### config.mk
export PLATFORM = sky130hd
export DESIGN_NAME = reservation_station
export DESIGN_NICKNAME = d
export VERILOG_FILES = /design/src/rtl/viola_pkg.sv /design/src/rtl/rs_alu.sv /design/src/rtl/reservation_station.sv
export SDC_FILE = /design/constraint.sdc
export NUM_CORES = 2
export LEC_CHECK = 0
export ABC_AREA = 1
export CAP_MARGIN = 20
export CELL_PAD_IN_SITES_DETAIL_PLACEMENT = 0
export CELL_PAD_IN_SITES_GLOBAL_PLACEMENT = 2
export CORE_ASPECT_RATIO = 2
export CORE_MARGIN = 2
export CORE_UTILIZATION = 30
export CTS_BUF_LIST = sky130_fd_sc_hd__clkbuf_16
export CTS_CLUSTER_SIZE = 10
export DETAILED_ROUTE_END_ITERATION = 8
export GPL_TIMING_DRIVEN = 0
export PLACE_DENSITY = 0.81
export SYNTH_ARGS = -nofsm -noshare
export SYNTH_HDL_FRONTEND = slang
export SYNTH_SLANG_ARGS = --single-unit
### constraint.sdc
create_clock -name clk -period 7.62 [get_ports clk]
set_input_delay 1.143 -clock clk [delete_from_list [all_inputs] [get_ports clk]]
set_output_delay 1.143 -clock clk [all_outputs]
set_load 0.05 [all_outputs]
### src/rtl/viola_pkg.sv
`default_nettype none
// ============================================================================
// Module      : viola_pkg
// Description : Shared definitions for the reorder buffer and the ALU-side
//               reservation station. Holds the 5-bit opcode encoding, the
//               default ROB tag width and the ALU-op classifier.
// Revision    : 1.0 - initial release
// ============================================================================
package viola_pkg;

  // Default ROB tag width. Tag 0 means "no tag / value valid".
  localparam int TAG_W = 3;

  // ALU-station ops occupy 0..16, so the classifier is a single compare.
  localparam logic [4:0] ADD_OP   = 5'd0;
  localparam logic [4:0] SUB_OP   = 5'd1;
  localparam logic [4:0] AND_OP   = 5'd2;
  localparam logic [4:0] OR_OP    = 5'd3;
  localparam logic [4:0] XOR_OP   = 5'd4;
  localparam logic [4:0] SLL_OP   = 5'd5;
  localparam logic [4:0] SRL_OP   = 5'd6;
  localparam logic [4:0] SRA_OP   = 5'd7;
  localparam logic [4:0] SLT_OP   = 5'd8;
  localparam logic [4:0] SLTU_OP  = 5'd9;
  localparam logic [4:0] BEQ_OP   = 5'd10;
  localparam logic [4:0] BNE_OP   = 5'd11;
  localparam logic [4:0] BLT_OP   = 5'd12;
  localparam logic [4:0] BGE_OP   = 5'd13;
  localparam logic [4:0] BLTU_OP  = 5'd14;
  localparam logic [4:0] BGEU_OP  = 5'd15;
  localparam logic [4:0] JALR_OP  = 5'd16;

  // Ops routed elsewhere (load/store unit, or resolved at dispatch).
  localparam logic [4:0] LB_OP    = 5'd17;
  localparam logic [4:0] LH_OP    = 5'd18;
  localparam logic [4:0] LW_OP    = 5'd19;
  localparam logic [4:0] LBU_OP   = 5'd20;
  localparam logic [4:0] LHU_OP   = 5'd21;
  localparam logic [4:0] SB_OP    = 5'd22;
  localparam logic [4:0] SH_OP    = 5'd23;
  localparam logic [4:0] SW_OP    = 5'd24;
  localparam logic [4:0] LUI_OP   = 5'd25;
  localparam logic [4:0] AUIPC_OP = 5'd26;
  localparam logic [4:0] JAL_OP   = 5'd27;
  localparam logic [4:0] JAL_C_OP = 5'd28;
  localparam logic [4:0] NOP_OP   = 5'b11111;

  // True for ops that this station executes.
  function automatic logic is_alu_op(input logic [4:0] op);
    return (op <= JALR_OP);
  endfunction

endpackage
`default_nettype wire

### src/rtl/rs_alu.sv
`default_nettype none
// ============================================================================
// Module      : rs_alu
// Description : Purely combinational ALU for the reservation station.
//               Computes arithmetic/logic results, 0/1 compare results,
//               branch-taken flags and the JALR target.
// Ports       : i_op     - 5-bit opcode
//               i_v1     - operand 1
//               i_v2     - operand 2 (rs2 or immediate)
//               i_imm    - immediate, used only by JALR
//               o_result - 32-bit result
// Revision    : 1.0 - initial release
// ============================================================================
module rs_alu
  import viola_pkg::*;
(
  input  logic [4:0]  i_op,
  input  logic [31:0] i_v1,
  input  logic [31:0] i_v2,
  input  logic [31:0] i_imm,
  output logic [31:0] o_result
);

  logic [4:0]  w_shamt;
  logic        w_lt_s;
  logic        w_lt_u;
  logic        w_eq;

  assign w_shamt = i_v2[4:0];
  assign w_lt_s  = ($signed(i_v1) < $signed(i_v2));
  assign w_lt_u  = (i_v1 < i_v2);
  assign w_eq    = (i_v1 == i_v2);

  always_comb begin
    o_result = '0;
    case (i_op)
      ADD_OP:  o_result = i_v1 + i_v2;
      SUB_OP:  o_result = i_v1 - i_v2;
      AND_OP:  o_result = i_v1 & i_v2;
      OR_OP:   o_result = i_v1 | i_v2;
      XOR_OP:  o_result = i_v1 ^ i_v2;
      SLL_OP:  o_result = i_v1 << w_shamt;
      SRL_OP:  o_result = i_v1 >> w_shamt;
      SRA_OP:  o_result = $unsigned($signed(i_v1) >>> w_shamt);
      SLT_OP:  o_result = {31'd0, w_lt_s};
      SLTU_OP: o_result = {31'd0, w_lt_u};
      BEQ_OP:  o_result = {31'd0, w_eq};
      BNE_OP:  o_result = {31'd0, ~w_eq};
      BLT_OP:  o_result = {31'd0, w_lt_s};
      BGE_OP:  o_result = {31'd0, ~w_lt_s};
      BLTU_OP: o_result = {31'd0, w_lt_u};
      BGEU_OP: o_result = {31'd0, ~w_lt_u};
      JALR_OP: o_result = (i_v1 + i_imm) & ~32'd1;
      default: o_result = '0;
    endcase
  end

endmodule
`default_nettype wire

### src/rtl/reservation_station.sv
`default_nettype none
// ============================================================================
// Module      : reservation_station
// Description : ALU-side reservation station. Holds dispatched ALU/branch/
//               JALR ops until both operands are available, snoops the ALU
//               and memory result buses, issues the lowest-index ready slot
//               each cycle and broadcasts the tagged result for one cycle.
// Ports       : clk, rst (sync, active-low), flush (sync, active-high)
//               op_in/value*_in/query*_in/target_in/imm_in - dispatch port
//               mem_num/mem_value - memory result bus (tag 0 = none)
//               rs_full           - no free slot guaranteed next cycle
//               alu_num/alu_value - result broadcast (tag 0 = none)
// Revision    : 1.0 - initial release
// ============================================================================
module reservation_station
  import viola_pkg::*;
#(
  parameter int ENTRIES = 4,
  parameter int TAG_W   = viola_pkg::TAG_W
) (
  input  logic             clk,
  input  logic             rst,
  input  logic             flush,
  input  logic [4:0]       op_in,
  input  logic [31:0]      value1_in,
  input  logic [TAG_W-1:0] query1_in,
  input  logic [31:0]      value2_in,
  input  logic [TAG_W-1:0] query2_in,
  input  logic [TAG_W-1:0] target_in,
  input  logic [31:0]      imm_in,
  input  logic [TAG_W-1:0] mem_num,
  input  logic [31:0]      mem_value,
  output logic             rs_full,
  output logic [TAG_W-1:0] alu_num,
  output logic [31:0]      alu_value
);

  localparam int c_IDX_W = $clog2(ENTRIES);
  localparam int c_CNT_W = $clog2(ENTRIES + 1);
  localparam logic [c_CNT_W-1:0] c_FULL_TH = c_CNT_W'(ENTRIES - 1);

  // Slot array
  logic [ENTRIES-1:0] r_busy;
  logic [4:0]         r_op  [ENTRIES];
  logic [31:0]        r_v1  [ENTRIES];
  logic [31:0]        r_v2  [ENTRIES];
  logic [31:0]        r_imm [ENTRIES];
  logic [TAG_W-1:0]   r_q1  [ENTRIES];
  logic [TAG_W-1:0]   r_q2  [ENTRIES];
  logic [TAG_W-1:0]   r_tag [ENTRIES];

  // Output registers
  logic [TAG_W-1:0]   r_alu_num;
  logic [31:0]        r_alu_value;
  logic               r_rs_full;

  // Combinational
  logic [ENTRIES-1:0] w_ready;
  logic [ENTRIES-1:0] w_issue_oh;
  logic [ENTRIES-1:0] w_alloc_oh;
  logic [ENTRIES-1:0] w_free;
  logic [ENTRIES-1:0] w_busy_next;
  logic               w_issue_vld;
  logic [c_IDX_W-1:0] w_issue_idx;
  logic               w_accept;
  logic               w_alloc_ok;
  logic [31:0]        w_result;
  logic [c_CNT_W-1:0] w_cnt_next;

  logic [TAG_W-1:0]   w_q1_wk [ENTRIES];
  logic [TAG_W-1:0]   w_q2_wk [ENTRIES];
  logic [31:0]        w_v1_wk [ENTRIES];
  logic [31:0]        w_v2_wk [ENTRIES];
  logic [TAG_W-1:0]   w_q1_new;
  logic [TAG_W-1:0]   w_q2_new;
  logic [31:0]        w_v1_new;
  logic [31:0]        w_v2_new;

  assign alu_num   = r_alu_num;
  assign alu_value = r_alu_value;
  assign rs_full   = r_rs_full;

  // Resolve one operand against both result buses. The memory bus is
  // checked first so it wins when both carry the same tag.
  function automatic logic [TAG_W+31:0] snoop(
    input logic [TAG_W-1:0] q,
    input logic [31:0]      v,
    input logic [TAG_W-1:0] anum,
    input logic [31:0]      aval,
    input logic [TAG_W-1:0] mnum,
    input logic [31:0]      mval
  );
    logic [TAG_W+31:0] res;
    res = {q, v};
    if (q != '0) begin
      if (q == mnum)      res = {{TAG_W{1'b0}}, mval};
      else if (q == anum) res = {{TAG_W{1'b0}}, aval};
    end
    return res;
  endfunction

  // Wakeup of held operands and dispatch-time bypass.
  always_comb begin
    for (int i = 0; i < ENTRIES; i++) begin
      {w_q1_wk[i], w_v1_wk[i]} = snoop(r_q1[i], r_v1[i], r_alu_num, r_alu_value, mem_num, mem_value);
      {w_q2_wk[i], w_v2_wk[i]} = snoop(r_q2[i], r_v2[i], r_alu_num, r_alu_value, mem_num, mem_value);
    end
    {w_q1_new, w_v1_new} = snoop(query1_in, value1_in, r_alu_num, r_alu_value, mem_num, mem_value);
    {w_q2_new, w_v2_new} = snoop(query2_in, value2_in, r_alu_num, r_alu_value, mem_num, mem_value);
  end

  // Readiness uses registered operand tags only, so a slot woken at an edge
  // cannot issue at that same edge.
  always_comb begin
    for (int i = 0; i < ENTRIES; i++) begin
      w_ready[i] = r_busy[i] && (r_q1[i] == '0) && (r_q2[i] == '0);
    end
  end

  // Lowest-index ready slot wins; scanning downward lets the last hit be it.
  always_comb begin
    w_issue_vld = 1'b0;
    w_issue_idx = '0;
    w_issue_oh  = '0;
    for (int i = ENTRIES - 1; i >= 0; i--) begin
      if (w_ready[i]) begin
        w_issue_vld = 1'b1;
        w_issue_idx = c_IDX_W'(i);
      end
    end
    if (w_issue_vld) w_issue_oh[w_issue_idx] = 1'b1;
  end

  // A slot being issued this edge counts as free for a same-edge dispatch.
  assign w_free   = ~r_busy | w_issue_oh;
  assign w_accept = is_alu_op(op_in);

  always_comb begin
    w_alloc_ok = 1'b0;
    w_alloc_oh = '0;
    for (int i = ENTRIES - 1; i >= 0; i--) begin
      if (w_free[i]) begin
        w_alloc_ok = 1'b1;
        w_alloc_oh = '0;
        w_alloc_oh[i] = w_accept;
      end
    end
  end

  assign w_busy_next = (r_busy & ~w_issue_oh) | w_alloc_oh;

  always_comb begin
    w_cnt_next = '0;
    for (int i = 0; i < ENTRIES; i++) begin
      w_cnt_next = w_cnt_next + c_CNT_W'(w_busy_next[i]);
    end
  end

  rs_alu u_alu (
    .i_op     (r_op[w_issue_idx]),
    .i_v1     (r_v1[w_issue_idx]),
    .i_v2     (r_v2[w_issue_idx]),
    .i_imm    (r_imm[w_issue_idx]),
    .o_result (w_result)
  );

  // Control state and outputs. Flush/reset override everything else.
  always_ff @(posedge clk) begin
    if (!rst || flush) begin
      r_busy      <= '0;
      r_alu_num   <= '0;
      r_alu_value <= '0;
      r_rs_full   <= 1'b0;
    end else begin
      r_busy      <= w_busy_next;
      r_alu_num   <= w_issue_vld ? r_tag[w_issue_idx] : '0;
      r_alu_value <= w_issue_vld ? w_result : '0;
      r_rs_full   <= (w_cnt_next >= c_FULL_TH);
    end
  end

  // Slot payload. Not reset: contents are ignored whenever busy is clear.
  always_ff @(posedge clk) begin
    for (int i = 0; i < ENTRIES; i++) begin
      if (w_alloc_oh[i]) begin
        r_op[i]  <= op_in;
        r_v1[i]  <= w_v1_new;
        r_q1[i]  <= w_q1_new;
        r_v2[i]  <= w_v2_new;
        r_q2[i]  <= w_q2_new;
        r_imm[i] <= imm_in;
        r_tag[i] <= target_in;
      end else begin
        r_v1[i]  <= w_v1_wk[i];
        r_q1[i]  <= w_q1_wk[i];
        r_v2[i]  <= w_v2_wk[i];
        r_q2[i]  <= w_q2_wk[i];
      end
    end
  end

  // Upstream must honour rs_full; a dispatch with no free slot is dropped.
  always_ff @(posedge clk) begin
    if (rst && !flush) begin
      assert (!(w_accept && !w_alloc_ok))
        else $error("reservation_station: dispatch with no free slot dropped");
    end
  end

endmodule
`default_nettype wire

After elaboration in Yosys (flattened, before gate mapping)
Memory sizes are Yosys's and may differ from the RTL's. A register that Yosys moved wholly into a read port is not among the register bits.
Index checks and enable logic that the tools add are counted.
{"block": "totals", "reg_bits": 37, "latch_bits": 0, "mem_bits_rw": 440, "romBits": 0, "in_bits": 148, "out_inout_bits": 36, "word_cells": 257, "n_memories": 7}
{"name": "r_imm", "words": 4, "width": 32, "rd": 1, "rd_ports_with_merged_regs": 0, "wr": 1, "line_no": "reservation_station.sv:47", "source": "logic [31:0] r_imm [ENTRIES];"}
{"name": "r_v1", "words": 4, "width": 32, "rd": 1, "rd_ports_with_merged_regs": 0, "wr": 4, "line_no": "reservation_station.sv:45", "source": "logic [31:0] r_v1 [ENTRIES];"}
{"name": "r_v2", "words": 4, "width": 32, "rd": 1, "rd_ports_with_merged_regs": 0, "wr": 4, "line_no": "reservation_station.sv:46", "source": "logic [31:0] r_v2 [ENTRIES];"}
{"name": "r_op", "words": 4, "width": 5, "rd": 1, "rd_ports_with_merged_regs": 0, "wr": 1, "line_no": "reservation_station.sv:44", "source": "logic [4:0] r_op [ENTRIES];"}
{"name": "r_q1", "words": 4, "width": 3, "rd": 4, "rd_ports_with_merged_regs": 0, "wr": 4, "line_no": "reservation_station.sv:48", "source": "logic [TAG_W-1:0] r_q1 [ENTRIES];"}
{"name": "r_q2", "words": 4, "width": 3, "rd": 4, "rd_ports_with_merged_regs": 0, "wr": 4, "line_no": "reservation_station.sv:49", "source": "logic [TAG_W-1:0] r_q2 [ENTRIES];"}
{"name": "1 more memories"}
{"block": "op_classes", "n_addsub": 6, "mul": 0, "n_div": 0, "order_cmp": 6, "n_eq_ne": 53, "n_shift": 3, "muxes": 101, "bitwise_logic": 28, "reduce_logical": 50}
{"op": "35-bit 2-to-1 mux", "count": 30}
{"op": "32-bit one-hot mux with 15 select lines", "count": 1}
{"op": "32-bit 2-to-1 mux", "count": 11}
{"op": "32-bit OR reduction", "count": 3}
{"op": "32-bit adder", "count": 2}
{"op": "32-bit < comparator", "count": 2}
{"op": "3-bit equality test", "count": 20}
{"op": "5-bit by 4-bit equality test with 1-bit output (second input constant)", "count": 8}
{"op": "3-bit 2-to-1 mux", "count": 11}
{"op": "32-bit AND", "count": 1}
{"op": "32-bit equality test", "count": 1}
{"op": "32-bit OR", "count": 1}
{"op": "32-bit by 5-bit << shifter with 32-bit output", "count": 1}
{"op": "32-bit by 5-bit right shift with 32-bit output", "count": 1}
{"op": "32-bit by 5-bit >>> shifter with 32-bit output", "count": 1}
{"op": "32-bit subtractor", "count": 1}
{"op": "32-bit XOR", "count": 1}
{"op": "3-bit nonzero test", "count": 10}
{"op": "1-bit 2-to-1 mux", "count": 26}
{"op": "2-bit 2-to-1 mux", "count": 13}
{"op": "3-bit logical NOT", "count": 8}
{"op": "3-bit inequality test (second input constant)", "count": 8}
{"op": "3-bit AND reduction", "count": 8}
{"op": "5-bit by 3-bit equality test with 1-bit output (second input constant)", "count": 4}
{"op": "other kinds (26)", "count": 74}

Depth between registers and ports, before layout
{"block": "depth", "ltp_word": 23, "mapped_depth": 32, "depth_no_buf": 30}

Cells and area by module
A second synthesis with hierarchy kept.
{"block": "unflattened", "hier_cells": 6062, "hier_area_um2": 40287.4}
{"mod": "reservation_station", "n_inst": 1, "cells_each": 3376, "area_each_um2": 27383.8, "seq_area_each_um2": 14013.4}
{"mod": "rs_alu", "n_inst": 1, "cells_each": 2686, "area_each_um2": 12903.6, "seq_area_each_um2": 0.0}

Worst setup path after synthesis
Ideal clock, no wire load.
{"block": "synth_path", "path_kind": "input -> register", "start": "input port op_in[1]", "end": "memory r_v1[3][0] (enable)", "setup_time_ps": 375, "arrival_time_ps": 3850, "t_required_ps": 7245, "slack_ps": 3395, "stages": 11, "path_buffers": 1, "path_cell_list": "o41ai_1 -> inv_1 -> nor2_1 -> inv_1 -> nor2_1 -> inv_1 -> nor2_1 -> nand2_1 -> buf_2 -> inv_1 -> or2_2"}
{"element": "start: declaration", "line_no": "reservation_station.sv:24", "source": "input logic [4:0] op_in,"}
{"element": "end: declaration", "line_no": "reservation_station.sv:45"}

==> impl_metrics.env <==
export IMPL_vdd_ir_drop_max_mv=0.186
export IMPL_track_usage_pct=33.7
export IMPL_floorplan_initialDensity_pct=30.2
export IMPL_place_ws_ns=0.00192
export IMPL_grt_start_max_net_pins=35
export IMPL_synth_seq_area_share_pct=37.9
export IMPL_routed_wl_mm=218
export IMPL_hold_end="alu_num[2]"
export IMPL_gr_total_overflow=0
export IMPL_required_ns=8.10
export IMPL_criticalPathCategory="register to register"
export IMPL_synth_edff_count=440
export IMPL_syn_area_sq_um=36900
export IMPL_syn2layout_area_growth_pct=15.3
export IMPL_ios=184
export IMPL_worstRegToRegCells=26
export IMPL_hold_class="register to register"
export IMPL_synth_main_ff_cell="edfxtp_1"
export IMPL_fp_row_count=182
export IMPL_status="complete, no violations"
export IMPL_worstHoldPathCells=2
export IMPL_drive_above_1_share_pct=4.53
export IMPL_cts_setup_buffers=0
export IMPL_finalInstanceArea_sq_um=42600
export IMPL_maxSlewViolCount=0
export IMPL_relSlewSlack_pct=20.4
export IMPL_synth_top_cell_area_share_pct=35.8
export IMPL_maxCapViolations=0
export IMPL_cts_inserted_buffers=54
export IMPL_clockBufferDepth=3
export IMPL_dieArea_sq_um=126000
export IMPL_yosys_warnings=0
export IMPL_die_w_um=252
export IMPL_antenna_found_initial=5
export IMPL_syn_num_nets=5471
export IMPL_vias=40638
export IMPL_die_height_um=500
export IMPL_synth_cell_types=56
export IMPL_rrSetupSlack_ns=0.17
export IMPL_port_buffers=180
export IMPL_crit_path_end_kind="register"
export IMPL_clk_latency_ns=0.70
export IMPL_drcViolationCount=0
export IMPL_postRouteAntennaNets=0
export IMPL_synthTopCellsByArea="edfxtp_1 36%, nand2_1 13%, o21ai_0 9.9%, nand3_1 7.5%, ha_1 4.9%"
export IMPL_setup_viol_count_final=0
export IMPL_h_tree_depth=2
export IMPL_first_iter_violations=5401
export IMPL_rr_endpoint="alu_value[18]"
export IMPL_ctsResizeCount=1
export IMPL_hold_violations=0
export IMPL_clock_root_buffer="clkbuf_16"
export IMPL_cts_clk_slew_worst_paths_ns=0.06
export IMPL_post_route_period_util_pct=97.8
export IMPL_post_dp_hpwl_mm=171
export IMPL_yosys_register_bits=480
export IMPL_wl_per_cell_um=31.0
export IMPL_holdCritStartpoint="r_tag[0][2]"
export IMPL_grt_pass1_wl_mm=298
export IMPL_async_flop_share_pct=0
export IMPL_dpl_cell_area_sq_um=41000
export IMPL_post_route_util_pct=34.8
export IMPL_startpoint_type="register"
export IMPL_max_freq_ghz=0.134
export IMPL_finalClockSkew_ns=0.0572
export IMPL_drt_pre_antenna_iters=7
export IMPL_worstMarginPinSlew_ns=1.19
export IMPL_p_leak_nw=16.6
export IMPL_r2r_start="r_q1[0][1]"
export IMPL_cts_hold_buf=0
export IMPL_core_area_sq_um=123000
export IMPL_period_needed_ns=7.45
export IMPL_cp_max_fo=10
export IMPL_fin_ws_ns=0.166
export IMPL_grt_pass1_vias=37566
export IMPL_syn_area_per_cell_sq_um=7.14
export IMPL_via_per_inst=5.77
export IMPL_cts_sinks=480
export IMPL_fin_nets=5724
export IMPL_critPathArrivalTime_ns=7.93
export IMPL_rsz0062_at_grt="no"
export IMPL_gp_congestion=1.02
export IMPL_p_per_area_nw_per_um2=296
export IMPL_cts_tree="built"
export IMPL_netlist_top_cell_by_area="edfxtp_1"
export IMPL_synthCells=5173
critical path, cell delays in order (launching register included):
cell and delay [ns]:
edfxtp_1 0.40, nor2_1 0.07, nand2_1 0.12, nor2_2 0.07
inv_2 0.31, nand2_2 0.31, inv_2 0.46, clkbuf_2 0.80
nand2_1 0.10, nand2_1 0.10, nor2_1 0.04, nand2_1 0.39
inv_1 0.26, ha_1 0.34, clkbuf_1 0.29, nand2_1 0.19
o21ai_0 0.62, a21boi_0 0.35, o21ai_1 0.64, inv_1 0.18
o21ai_0 0.31, xor2_1 0.27, nor2_1 0.07, nor3_1 0.20
nand3_1 0.09, nor2_1 0.16, nor2_1 0.12
cells in the mapped netlist, types with 12 or more instances:
master / number
o21ai_1: 16
o21ai_0: 731
inv_2: 18
dfxtp_1: 40
or2_2: 26
buf_2: 57
nor3_1: 43
buf_1: 27
nand3b_1: 43
o21a_1: 33
xor2_1: 21
nor2_1: 435
nor2_2: 14
a31oi_1: 38
edfxtp_1: 440
clkbuf_1: 218
nand3_2: 12
o22ai_1: 53
nand4_1: 53
nand2_1: 1296
o211ai_1: 55
nand3_1: 556
inv_1: 421
xnor2_1: 65
a21oi_1: 198
ha_1: 146
stage by stage:
step,hold slack [ns],instances,TNS (ns),total power (W)
finish,0.555,7037,0,0.0126
global route,0.590,7036,0,0.0131
CTS,0.548,7033,0,0.0124
floorplan,0.505,5173,0,0.00718
global placement,0.524,6917,-2.49,0.00996
detailed placement,0.535,6931,0,0.00995
placed cells by master, fill, tap and decap left out, types with 43 or more instances in the layout:
cell | netlist | final
o22ai_1 | 53 | 53
nor2_1 | 435 | 434
nand3b_1 | 43 | 43
xnor2_1 | 65 | 65
o21ai_0 | 731 | 730
clkbuf_1 | 218 | 215
nand4_1 | 53 | 53
buf_2 | 57 | 57
nand3_1 | 556 | 556
nor3_1 | 43 | 43
a21oi_1 | 198 | 198
o211ai_1 | 55 | 55
nand2_1 | 1296 | 1295
ha_1 | 146 | 146
edfxtp_1 | 440 | 440
inv_1 | 421 | 461
clkbuf_16 | 0 | 54
clkdlybuf4s50_1 | 0 | 180
worst max path at each step:
stage	startpoint	endpoint	slack [ns]	cells after the start
finish	r_q1[0][1]	alu_value[18]	0.17	26
CTS	r_q1[0][1]	alu_value[18]	0.27	26
detailed placement	r_q1[0][1]	alu_value[18]	0.002	26
global route	r_q1[0][1]	alu_value[18]	0.05	26
global placement	r_q1[0][1]	alu_value[18]	-0.72	26
floorplan	op_in[1]	r_v1[3][0]	3.39	11
state kept, by name, summed over array words and instances, names as in the netlist:
register / count
r_v2: 128
r_tag: 12
alu_num: 3
r_q2: 12
r_busy: 4
r_op: 20
alu_value: 32
r_v1: 128
r_imm: 128
r_q1: 12
rs_full: 1
kinds of logic (layout without fill, tap and decap cells):
group | Yosys count | after routing | share of synthesized area (%)
and+or+nand+nor | 2510 | 2510 | 29.3
AOI/OAI and AO/OA | 1189 | 1189 | 17.5
buffers and inverters | 758 | 1057 | 8.09
DFF | 480 | 480 | 37.9
adders and majority gates | 150 | 150 | 5.16
xor gates and xnor gates | 86 | 86 | 2.04
other | 0 | 1 | 0
routing by layer:
metal / track usage (%) / routed length, um
met1: 44.4 / 88300
met2: 50.8 / 93000
met3: 4.90 / 18600
met4: 23.2 / 18000
met5: 0 / 0
power by group:
group / internal [W] / switching [W]
Clock: 0.00128 / 0.00118
Sequential: 0.00337 / 0.000104
Combinational: 0.00159 / 0.00510
Total: 0.00623 / 0.00639
cell type report:
class | instances | area (sq um)
Clock buffer | 54 | 1350
Inverter | 443 | 1660
Clock inverter | 48 | 228
Fill cell | 13232 | 79900
Tap cell | 1564 | 1960
Timing Repair Buffer | 197 | 2110
Sequential cell | 480 | 14000
Multi-Input combinational cell | 3935 | 19900
Buffer | 315 | 1330
Antenna cell | 1 | 2.50
(Power assumes the default switching activity.)
